==> config.mk <==
export PLATFORM = sky130hd
export DESIGN_NAME = mem_word_arbiter
export DESIGN_NICKNAME = d
export VERILOG_FILES = /design/src/rtl/mem_word_arbiter_pkg.sv /design/src/rtl/mem_word_arbiter_rr_arb2.sv /design/src/rtl/mem_word_arbiter.sv
export SDC_FILE = /design/constraint.sdc
export NUM_CORES = 1
export LEC_CHECK = 0
export ABC_AREA = 1
export ABC_CLOCK_PERIOD_IN_PS = 3200
export CAP_MARGIN = 20
export CORE_MARGIN = 2
export CORE_UTILIZATION = 49
export CTS_CLUSTER_SIZE = 24
export DETAILED_ROUTE_END_ITERATION = 7
export GPL_TIMING_DRIVEN = 0
export MAX_ROUTING_LAYER = met4
export PLACE_DENSITY = 0.86
export SLEW_MARGIN = 0
export SYNTH_ARGS = -nofsm -noshare
export SYNTH_HDL_FRONTEND = slang
export SYNTH_SLANG_ARGS = --single-unit
==> constraint.sdc <==
create_clock -name clk -period 3.2 [get_ports clk]
set_input_delay 0.64 -clock clk [delete_from_list [all_inputs] [get_ports clk]]
set_output_delay 0.64 -clock clk [all_outputs]
set_load 0.01 [all_outputs]
==> src/rtl/mem_word_arbiter_pkg.sv <==
// Shared definitions for the two-port byte-memory arbiter: memory control
// encodings, FSM state encoding, access size codes and a byte-pick helper.
package mem_word_arbiter_pkg;

  localparam logic READ_VALID  = 1'b1;
  localparam logic WRITE_VALID = 1'b0;
  localparam logic FULL        = 1'b1;
  localparam logic EMPTY       = 1'b0;

  localparam logic SIZE_BYTE = 1'b0;
  localparam logic SIZE_WORD = 1'b1;

  typedef enum logic [1:0] {
    ST_IDLE = 2'd0,
    ST_XFER = 2'd1,
    ST_DONE = 2'd2
  } state_e;

  // Big-endian byte pick: index 0 is bits [31:24].
  function automatic logic [7:0] word_byte(input logic [31:0] w, input int unsigned idx);
    logic [31:0] shifted;
    shifted = w << (idx * 8);
    return shifted[31:24];
  endfunction

endpackage

==> src/rtl/mem_word_arbiter_rr_arb2.sv <==
// Two-way round-robin grant: a lone requester wins outright, a tie goes to
// the port that did not win last time.
module rr_arb2 (
  input  logic [1:0] valid,
  input  logic       last_grant,
  output logic [1:0] grant_oh,
  output logic       grant_idx
);

  always_comb begin
    grant_idx = (valid == 2'b11) ? ~last_grant : valid[1];
    grant_oh  = 2'b00;
    if (|valid) begin
      grant_oh = grant_idx ? 2'b10 : 2'b01;
    end
  end

endmodule

==> src/rtl/mem_word_arbiter.sv <==
// Shares a byte-wide memory between two 32-bit requesters; each accepted
// word/byte access is played out as consecutive single-byte beats.
module mem_word_arbiter
  import mem_word_arbiter_pkg::*;
#(
  parameter int ADDR_W     = 32,
  parameter int WORD_BYTES = 4
) (
  input  logic                clk,
  input  logic                rst,
  // Handshake: a port holds req_valid (and its fields) until it sees its
  // req_ready bit; the accept happens on that posedge, and the result
  // arrives later as a single-cycle resp_valid pulse tagged by resp_port.
  input  logic [1:0]          req_valid,
  output logic [1:0]          req_ready,
  input  logic [1:0]          req_we,
  input  logic [1:0]          req_size,
  input  logic [2*ADDR_W-1:0] req_addr,
  input  logic [63:0]         req_wdata,
  output logic                resp_valid,
  output logic                resp_port,
  output logic [31:0]         resp_rdata,
  output logic                mem_rw,
  output logic [ADDR_W-1:0]   mem_addr,
  output logic [7:0]          mem_din,
  input  logic [7:0]          mem_dout,
  input  logic                mem_ref,
  output logic                err_sticky,
  output logic [1:0]          dbg_state
);

  localparam int CNT_W = (WORD_BYTES > 1) ? $clog2(WORD_BYTES) : 1;
  localparam logic [CNT_W-1:0] LAST_WORD = CNT_W'(WORD_BYTES - 1);

  state_e             state_q, state_d;
  logic [CNT_W-1:0]   cnt_q, cnt_d;
  logic               last_grant_q, last_grant_d;
  logic               we_q, we_d;
  logic               size_q, size_d;
  logic [ADDR_W-1:0]  addr_q, addr_d;
  logic [31:0]        wdata_q, wdata_d;
  logic [31:0]        rdata_q, rdata_d;
  logic               resp_port_q, resp_port_d;
  logic [31:0]        resp_rdata_q, resp_rdata_d;
  logic               err_q, err_d;

  logic [1:0]         grant_oh;
  logic               grant_idx;
  logic [CNT_W-1:0]   last_cnt;

  rr_arb2 u_arb (
    .valid      (req_valid),
    .last_grant (last_grant_q),
    .grant_oh   (grant_oh),
    .grant_idx  (grant_idx)
  );

  always_comb begin
    state_d      = state_q;
    cnt_d        = cnt_q;
    last_grant_d = last_grant_q;
    we_d         = we_q;
    size_d       = size_q;
    addr_d       = addr_q;
    wdata_d      = wdata_q;
    rdata_d      = rdata_q;
    resp_port_d  = resp_port_q;
    resp_rdata_d = resp_rdata_q;
    err_d        = err_q;
    req_ready    = 2'b00;
    resp_valid   = 1'b0;
    mem_rw       = READ_VALID;
    mem_addr     = '0;
    mem_din      = 8'h00;
    last_cnt     = (size_q == SIZE_WORD) ? LAST_WORD : '0;

    unique case (state_q)
      ST_IDLE: begin
        req_ready = grant_oh;
        if (|req_valid) begin
          we_d         = req_we[grant_idx];
          size_d       = req_size[grant_idx];
          addr_d       = grant_idx ? req_addr[2*ADDR_W-1:ADDR_W] : req_addr[ADDR_W-1:0];
          wdata_d      = grant_idx ? req_wdata[63:32] : req_wdata[31:0];
          rdata_d      = 32'h0;
          cnt_d        = '0;
          last_grant_d = grant_idx;
          resp_port_d  = grant_idx;
          state_d      = ST_XFER;
        end
      end
      ST_XFER: begin
        // Address wraps modulo 2^ADDR_W by plain truncation.
        mem_addr = addr_q + ADDR_W'(cnt_q);
        mem_rw   = ~we_q;
        mem_din  = (size_q == SIZE_WORD) ? word_byte(wdata_q, 32'(cnt_q)) : wdata_q[7:0];
        if (!we_q) begin
          rdata_d = {rdata_q[23:0], mem_dout};
        end
        if (mem_ref == EMPTY) begin
          err_d = 1'b1;
        end
        if (cnt_q == last_cnt) begin
          state_d      = ST_DONE;
          resp_rdata_d = we_q ? 32'h0 : rdata_d;
        end else begin
          cnt_d = cnt_q + CNT_W'(1);
        end
      end
      ST_DONE: begin
        resp_valid = 1'b1;
        state_d    = ST_IDLE;
      end
      default: begin
        state_d = ST_IDLE;
      end
    endcase
  end

  always_ff @(posedge clk) begin
    if (rst) begin
      state_q      <= ST_IDLE;
      cnt_q        <= '0;
      last_grant_q <= 1'b1;
      we_q         <= 1'b0;
      size_q       <= SIZE_BYTE;
      addr_q       <= '0;
      wdata_q      <= 32'h0;
      rdata_q      <= 32'h0;
      resp_port_q  <= 1'b0;
      resp_rdata_q <= 32'h0;
      err_q        <= 1'b0;
    end else begin
      state_q      <= state_d;
      cnt_q        <= cnt_d;
      last_grant_q <= last_grant_d;
      we_q         <= we_d;
      size_q       <= size_d;
      addr_q       <= addr_d;
      wdata_q      <= wdata_d;
      rdata_q      <= rdata_d;
      resp_port_q  <= resp_port_d;
      resp_rdata_q <= resp_rdata_d;
      err_q        <= err_d;
    end
  end

  assign resp_port  = resp_port_q;
  assign resp_rdata = resp_rdata_q;
  assign err_sticky = err_q;
  assign dbg_state  = state_q;

endmodule

==> results of run 1 <==
-- state kept, by name, summed over array words and instances, names as in the netlist --
signal and count:
rdata_q 24, dbg_state 2, addr_q 32, we_q 1
wdata_q 32, resp_rdata 32, cnt_q 2, err_sticky 1
size_q 1, last_grant_q 1, resp_port 1
-- power by group --
group	switching (mW)	internal, mW	leakage (nW)
clock	0.724	1.26	0.291
sequential	0.130	1.74	1.06
combinational	0.595	0.468	2.40
-- kinds of logic (layout without fill, tap and decap cells) --
group	after synthesis	in the layout
buffers and inverters	118	377
AO/OA/AOI/OAI	205	205
adder cells (fa/ha/maj)	3	3
flip-flops	129	129
XOR/XNOR	6	6
AND/OR/NAND/NOR	531	531
-- cells in the final DEF, fill, tap and decap left out, drive strengths merged --
master / synthesis / layout
clkinv: 0 / 3
nor2: 91 / 91
nor3: 3 / 3
a21oi: 83 / 83
clkinvlp: 0 / 1
inv: 56 / 58
clkdlybuf4s15: 0 / 1
o21a: 3 / 3
fa: 1 / 1
buf: 36 / 39
clkdlybuf4s50: 0 / 211
ha: 2 / 2
o21ai: 53 / 53
clkbuf: 26 / 50
dlymetal6s2s: 0 / 4
nand4: 1 / 1
xnor2: 4 / 4
nand2: 363 / 363
dfxtp: 129 / 129
dlygate4sd2: 0 / 7
xor2: 2 / 2
bufinv: 0 / 3
nand3: 72 / 72
a31oi: 66 / 66
nand3b: 1 / 1
-- layout make-up --
type	count	area, um^2	area share (%)
Inverter	56	215.2	2.237
Clock inverter	9	130.1	1.353
Clock buffer	22	464.2	4.826
Sequential cell	129	2584	26.86
Buffer	62	315.3	3.278
Multi-Input combinational cell	745	3422	35.57
Timing Repair Buffer	228	2268	23.58
Tap cell	176	220.2	2.289
-- worst min-delay path by stage --
stage / start / endpoint / depth (start not counted)
2_1_floorplan: last_grant_q$_SDFFE_PP1P_ / last_grant_q$_SDFFE_PP1P_ / 2
3_3_place_gp: last_grant_q$_SDFFE_PP1P_ / last_grant_q$_SDFFE_PP1P_ / 2
3_5_place_dp: last_grant_q$_SDFFE_PP1P_ / last_grant_q$_SDFFE_PP1P_ / 2
4_1_cts: resp_rdata[24]$_SDFFE_PP0P_ / resp_rdata[24]$_SDFFE_PP0P_ / 2
5_1_grt: resp_rdata[18]$_SDFFE_PP0P_ / resp_rdata[18]$_SDFFE_PP0P_ / 2
6_report: resp_rdata[18]$_SDFFE_PP0P_ / resp_rdata[18]$_SDFFE_PP0P_ / 2
-- per-layer routing --
layer	up-vias	GRT usage [%]	wire length (um)
li1	3746	-	-
met1	3446	40.97	9660
met2	347	51.98	10610
met3	58	5.172	1533
met4	0	14.21	745
met5	-	-	0
-- critical path: cells and delay by family (launching register included) --
kind,cells,cell delay (ns)
adder cells (fa/ha/maj),1,0.32
AND/OR/NAND/NOR,8,0.83
flip-flops,1,0.38
buffers and inverters,1,0.57
-- what timing repair did --
action	CTS	global route
pin swaps	2	2
endpoints found under the setup margin	15	14
gates cloned	0	0
resized for setup	13	16
buffers inserted	1	3
-- stage by stage --
step           hold slack [ns]  setup WS [ns]  power, mW  setup TNS, ns
3_3_place_gp            0.4452        0.09254      2.929              0
5_1_grt                 0.4722        -0.1084      5.102        -0.3022
2_1_floorplan           0.4333          1.019      2.436              0
6_report                0.4564        0.03079      4.920              0
4_1_cts                 0.4585       0.004879      4.898              0
3_5_place_dp            0.4486        0.06927      2.941              0
==> key figures, run 1 <==
Clock tree
  – Total clock buffers created by CTS: 17
  – Root Buffer: sky130_fd_sc_hd__clkbuf_16
  – Worst-case clock buffer depth: 2
  – Htree depth: 4
  – Hold-fix buffers at CTS: 0
  – Clock tree from TritonCTS: built
  – Clock slew at reported path FFs: 0.06 ns
  – Clk sinks: 129
  – Later-pin clock latency in the skew report: 0.43 ns

STA
  – Hold violation total from the final report: 0
  – Fraction of the cycle the final worst path needs: 99.04%
  – Unrepaired setup endpoints after global routing: yes
  – Final Max Slew Viols: 0
  – Final critical delay including setup and external delays: 3.169 ns
  – Transition time of the tightest slew-check pin: 0.6355 ns
  – Fmax: 315.5 MHz
  – Setup-violating endpoint count in the final report: 0
  – Worst Skew: 0.006634 ns
  – Worst max-slew margin expressed relative to the limit: 57.63%

Synth
  – Async S/R FF share, synth: 0%
  – Post-synthesis share of cell area spent on full adders, half adders and majority gates: 0.6923%
  – Post-synthesis instance total: 992
  – Multiplexer share of the synthesized area: 0%
  – Dominant cell type by area after synthesis: sky130_fd_sc_hd__dfxtp_1
  – Post-synthesis sequential area ratio: 39.69%
  – Syn. warnings: 0
  – Synth Register Bits: 129
  – Number of enable flip-flop cells after synthesis: 0
  – Area fraction of the dominant cell type after synthesis: 39.69%
  – Largest family of logic cells by synthesized area: simple AND/OR/NAND/NOR gates
  – Area fraction in and, or, nand and nor cells after synthesis: 33.50%
  – Netlist Area Pre-Place: 6506 um^2
  – Post-synthesis compound-gate area fraction: 17.21%
  – Average cell area after synthesis: 6.559 um^2
  – Dominant synthesized flop cell: sky130_fd_sc_hd__dfxtp_1
  – Largest cells by area after synthesis: sky130_fd_sc_hd__dfxtp_1 (40%), sky130_fd_sc_hd__nand2_1 (20%), sky130_fd_sc_hd__a21oi_1 (6.4%)
  – Area share of xor/xnor cells in the synthesized design: 0.8077%
  – Synth top cells by count: sky130_fd_sc_hd__nand2_1 (354), sky130_fd_sc_hd__dfxtp_1 (129), sky130_fd_sc_hd__nor2_1 (85), sky130_fd_sc_hd__a21oi_1 (83), sky130_fd_sc_hd__nand3_1 (72)
  – Top-count cell post-synth: sky130_fd_sc_hd__nand2_1
  – Number of distinct library cell variants in the gate-level netlist after synthesis: 29
  – Net count after synthesis: 1140

Worst setup path
  – Crit path launch: cnt_q[1]$_SDFFE_PP0P_
  – End of the worst register-to-register path: addr_q[26]$_SDFFE_PP0P_
  – Reg-to-reg setup timing slack: 1.63 ns
  – CP startpoint kind: flip-flop
  – Worst reg2reg path startpoint: last_grant_q$_SDFFE_PP1P_
  – CP Max Fanout: 5
  – Cell with the largest stage delay on the worst path: sky130_fd_sc_hd__clkdlybuf4s50_1
  – Worst setup endpoint: mem_addr[29]
  – Cell occurring most often along the worst timing path: sky130_fd_sc_hd__nand2_1
  – WP data arrival: 2.53 ns
  – Worst r2r path cells: 8
  – Cells along the critical path: ha_1 -> nand2_1 -> nand2_1 -> nand3_1 -> nor2_2 -> nand2_1 -> nand2_1 -> nand2_1 -> nor2_1 -> clkdlybuf4s50_1
  – Kind of end point of the critical path: output pin
  – Critical path's largest stage delay: 0.57 ns
  – Worst endpoint required time: 2.56 ns
  – Critical path class: reg2out

Die
  – Count of pins on the block boundary: 225
  – Full die area: 14220 um^2
  – Initial core utilization: 49.72%
  – Die Ht: 119.2 um
  – Horizontal extent of the die: 119.2 um
  – Core Area: 13090 um^2
  – Total number of placement rows: 42

Placement
  – Routability congestion estimate from global placement: 0.9415
  – Number of instances in the placed design: 1392
  – Cell area after placement: 8969 um^2
  – Total half-perimeter wirelength after legalization and detailed placement: 17.17 mm
  – IO Port Bufs: 224

Cells and area
  – Fill cell total of the finished layout: 1079
  – Final non-filler cell total: 1427
  – Layout cells sized above 1: 7.754%
  – Summed area of non-filler cells in the final layout: 9619 um^2
  – Final core utilization: 73.51%
  – Layout overhead on the synthesized area: 47.85%
  – Diodes inserted: 0
  – Final #Nets: 1387

Routing
  – Final wirelength: 22.54 mm
  – Antenna-violating nets left: 0
  – Count of vias placed by the detailed router: 7597
  – Post-route DRC: 0
  – Vias per inst: 5.324
  – Starting DRC count in detailed routing: 557
  – Detail-routed net length per standard cell: 15.80 um
  – Pre-Repair DR Iteration Count: 7

Global route
  – Maximum number of pins on one net before global-route repair: 17
  – GR Util All Layers: 32.58%
  – Number of antenna violations at the first check in global routing: 0
  – First-pass GRT wire length: 35.70 mm
  – Overflow after GRT: 0
  – Via count of the first global-routing pass: 7065

Pwr
  – Pwr Density: 511.4 nW/um^2
  – IR Drop Worst-Case VDD: 0.4294 mV
  – Leakage power total: 3.743 nW

Min path
  – Type of the most critical hold path: reg2reg

Flow run
  – Reported max-cap violation count: 0

Status
  – Run status: finished, final reports clean
(Power assumes the default switching activity.)
==> run 2: changes to the inputs <==
ABC_AREA = default   (was 1)
CORE_UTILIZATION = 48   (was 49)
CTS_BUF_LIST = sky130_fd_sc_hd__clkbuf_8 sky130_fd_sc_hd__clkbuf_16   (was default)
SETUP_SLACK_MARGIN = 0.1   (was default)
==> key figures, run 2 <==
Synth
  – Area fraction in and, or, nand and nor cells after synthesis: 19.96% (-14 points)
  – Largest cells by area after synthesis: sky130_fd_sc_hd__dfxtp_1 (43%), sky130_fd_sc_hd__nor2_1 (7.2%), sky130_fd_sc_hd__mux2i_1 (6.6%)
  – Post-synthesis instance total: 710 (-28%)
  – Number of distinct library cell variants in the gate-level netlist after synthesis: 47 (+62%)
  – Synth top cells by count: sky130_fd_sc_hd__dfxtp_1 (129), sky130_fd_sc_hd__nor2_1 (117), sky130_fd_sc_hd__a21oi_1 (57), sky130_fd_sc_hd__clkbuf_1 (50), sky130_fd_sc_hd__mux2i_1 (40)
  – Dominant synthesized flop cell: sky130_fd_sc_hd__dfxtp_1
  – Post-synthesis sequential area ratio: 42.57% (+2.9 points)
  – Synth Register Bits: 129 (unchanged)
  – Top-count cell post-synth: sky130_fd_sc_hd__dfxtp_1
  – Largest family of logic cells by synthesized area: compound AO/OA/AOI/OAI gates
  – Post-synthesis share of cell area spent on full adders, half adders and majority gates: 0.7424% (+0.050 points)
  – Dominant cell type by area after synthesis: sky130_fd_sc_hd__dfxtp_1
  – Netlist Area Pre-Place: 6067 um^2 (-6.7%)
  – Area fraction of the dominant cell type after synthesis: 42.57% (+2.9 points)
  – Multiplexer share of the synthesized area: 8.084% (+8.1 points)
  – Async S/R FF share, synth: 0% (unchanged)
  – Syn. warnings: 0 (unchanged)
  – Average cell area after synthesis: 8.545 um^2 (+30%)
  – Area share of xor/xnor cells in the synthesized design: 1.444% (+0.64 points)
  – Post-synthesis compound-gate area fraction: 22.46% (+5.2 points)
  – Number of enable flip-flop cells after synthesis: 0 (unchanged)
  – Net count after synthesis: 858 (-25%)

Clock tree
  – Clock tree from TritonCTS: built
  – Root Buffer: sky130_fd_sc_hd__clkbuf_16
  – Hold-fix buffers at CTS: 0 (unchanged)
  – Total clock buffers created by CTS: 17 (unchanged)
  – Clock slew at reported path FFs: 0.06 ns (about the same)
  – Later-pin clock latency in the skew report: 0.41 ns (-0.02 ns)
  – Htree depth: 4 (unchanged)
  – Clk sinks: 129 (unchanged)
  – Worst-case clock buffer depth: 2 (unchanged)

Worst setup path
  – Cell depth of the worst setup path: 8 (-2)
  – Cell occurring most often along the worst timing path: sky130_fd_sc_hd__or4_4
  – Cell with the largest stage delay on the worst path: sky130_fd_sc_hd__or4_4
  – Cells along the critical path: ha_4 -> fa_2 -> nand4_4 -> or4_4 -> buf_6 -> or4_4 -> a21oi_2 -> buf_2
  – Worst r2r path cells: 6 (-2)
  – CP startpoint kind: flip-flop
  – Critical path class: reg2out
  – WP data arrival: 2.74 ns (+0.21 ns)
  – CP Max Fanout: 8 (+3)
  – Critical path buffers and inverters: 2 (+1)
  – Worst endpoint required time: 2.56 ns (about the same)
  – Critical path's largest stage delay: 0.52 ns (-0.05 ns)
  – Category of cells accounting for the largest share of critical-path delay: simple AND/OR/NAND/NOR gates
  – Kind of end point of the critical path: output pin

STA
  – Fraction of the cycle the final worst path needs: 105.6% (+6.6 points)
  – Total Negative Setup Slacks: -0.8698 ns (-0.8698 ns)
  – Final Max Slew Viols: 0 (unchanged)
  – Final critical delay including setup and external delays: 3.379 ns (+0.2102 ns)
  – Transition time of the tightest slew-check pin: 0.6744 ns (+0.03889 ns)
  – Worst Skew: 0.005850 ns (-0.0007842 ns)
  – Unrepaired setup endpoints after global routing: yes
  – Worst setup slack after layout: -0.1794 ns (-0.2102 ns)
  – Worst max-slew margin expressed relative to the limit: 55.04% (-2.6 points)
  – Setup-violating endpoint count in the final report: 7 (+7)
  – Hold violation total from the final report: 0 (unchanged)
  – Fmax: 295.9 MHz (-6.2%)
  – Hold WS: 0.4512 ns (-0.005163 ns)

Cells and area
  – Fill cell total of the finished layout: 900 (-17%)
  – Most frequent standard cell in the layout excluding fill and tap cells: sky130_fd_sc_hd__clkdlybuf4s50_1
  – Summed area of non-filler cells in the final layout: 9371 um^2 (-2.6%)
  – Final #Nets: 1106 (-20%)
  – Commonest non-fill, non-tap cells in the layout: sky130_fd_sc_hd__clkdlybuf4s50_1 (198), sky130_fd_sc_hd__nor2_1 (117), sky130_fd_sc_hd__dfxtp_1 (105)
  – Final non-filler cell total: 1141 (-20%)
  – Total area of sequential cells: 2620 um^2 (+1.4%)
  – Diodes inserted: 0 (unchanged)
  – Area used by multi-input combinational logic: 3412 um^2 (-0.29%)
  – Final core utilization: 75.18% (+1.7 points)
  – Layout cells sized above 1: 14.86% (+7.1 points)
  – Layout overhead on the synthesized area: 54.46%

Placement
  – Number of instances in the placed design: 1105 (-21%)
  – Cell area after placement: 8514 um^2 (-5.1%)
  – DP Worst Slack: -0.4720 ns (-0.5412 ns)
  – Routability congestion estimate from global placement: 0.8910 (-5.4%)
  – Total half-perimeter wirelength after legalization and detailed placement: 14.68 mm (-14%)
  – IO Port Bufs: 223 (-0.45%)

Global route
  – Number of antenna violations at the first check in global routing: 0 (unchanged)
  – Maximum number of pins on one net before global-route repair: 17 (unchanged)
  – GR Util All Layers: 30.81% (-1.8 points)
  – Via count of the first global-routing pass: 6261 (-11%)
  – First-pass GRT wire length: 31.48 mm (-12%)
  – Overflow after GRT: 0 (unchanged)

Die
  – Full die area: 13550 um^2 (-4.6%)
  – Die Ht: 116.4 um (-2.4%)
  – Horizontal extent of the die: 116.4 um (-2.4%)
  – Total number of placement rows: 41 (-2.4%)
  – Core Area: 12470 um^2 (-4.7%)
  – Initial core utilization: 48.67% (-1.1 points)
  – Count of pins on the block boundary: 225 (unchanged)

Routing
  – Antenna-violating nets left: 0 (unchanged)
  – Post-route DRC: 0 (unchanged)
  – Detail-routed net length per standard cell: 18.31 um (+16%)
  – Final wirelength: 20.89 mm (-7.4%)
  – Pre-Repair DR Iteration Count: 6 (-1)
  – Vias per inst: 5.907 (+11%)
  – Count of vias placed by the detailed router: 6740 (-11%)
  – Starting DRC count in detailed routing: 793 (+42%)

Min path
  – Type of the most critical hold path: reg2reg
  – Worst hold path stage count: 2 (unchanged)

Pwr
  – Pwr Density: 505.7 nW/um^2 (-1.1%)
  – Total power draw: 4.739 mW (-3.7%)
  – IR Drop Worst-Case VDD: 0.4252 mV (-1.0%)
  – Leakage power total: 3.442 nW (-8.0%)

Flow run
  – Reported max-cap violation count: 0 (unchanged)

Status
  – Run status: finished, violations left
  – Violations in the final reports: negative setup slack
run 2: layer usage:
layer / global-route usage, % / routed length [um] / up-vias
met5: - / 0 / -
met1: 37.82 / 8447 / 3144
met4: 12.14 / 682 / 0
met2: 49.96 / 9891 / 407
met3: 6.175 / 1865 / 59
li1: - / - / 3130
run 2: worst reg2reg max path, delay by kind of cell, from the launching register on:
kind | cells | cell delay [ns]
and+or+nand+nor | 2 | 0.57
AOI/OAI and AO/OA | 2 | 0.72
DFF | 1 | 0.36
buffers and inverters | 2 | 0.58
run 2: where the power goes:
part / total [mW] / switching [mW] / internal [mW]
logic: 1.02 / 0.532 / 0.487
registers: 1.87 / 0.132 / 1.74
clock network: 1.85 / 0.740 / 1.11
total: 4.74 / 1.40 / 3.34
run 2: path summary, 6_finish.rpt:
| kind | from | to | slack, ns |
|---|---|---|---|
| hold / removal | resp_rdata[15]$_SDFFE_PP0P_ | resp_rdata[15]$_SDFFE_PP0P_ | 0.45 |
| hold reg to reg | resp_rdata[15]$_SDFFE_PP0P_ | resp_rdata[15]$_SDFFE_PP0P_ | 0.45 |
| setup reg to reg | cnt_q[1]$_SDFFE_PP0P_ | resp_rdata[19]$_SDFFE_PP0P_ | 0.91 |
| setup / recovery | cnt_q[0]$_SDFFE_PP0P_ | mem_addr[20] | -0.18 |
run 2: area by class of cell:
type | instances | share of cell area, %
multi-input combinational | 508 | 36.41
clock buffer | 19 | 4.833
buffer | 64 | 3.431
inverter | 9 | 0.3605
sequential | 129 | 27.96
clock inverter | 11 | 1.135
tap | 172 | 2.296
timing repair buffer | 229 | 23.58
run 2: logic make-up (layout without fill, tap and decap cells):
kind of cell,after synthesis,in the layout
AND/OR/NAND/NOR,249,249
AO/OA/AOI/OAI,198,198
flip-flops,129,129
buffers and inverters,73,332
multiplexers,48,48
XOR/XNOR,10,10
adder cells (fa/ha/maj),3,3
run 2: repair_timing:
| item | in CTS | in global routing |
|---|---|---|
| setup buffers | 4 | 1 |
| resized for setup | 135 | 47 |
| setup endpoints to repair | 41 | 37 |
| pin swaps | 21 | 10 |
| gates cloned | 1 | 0 |
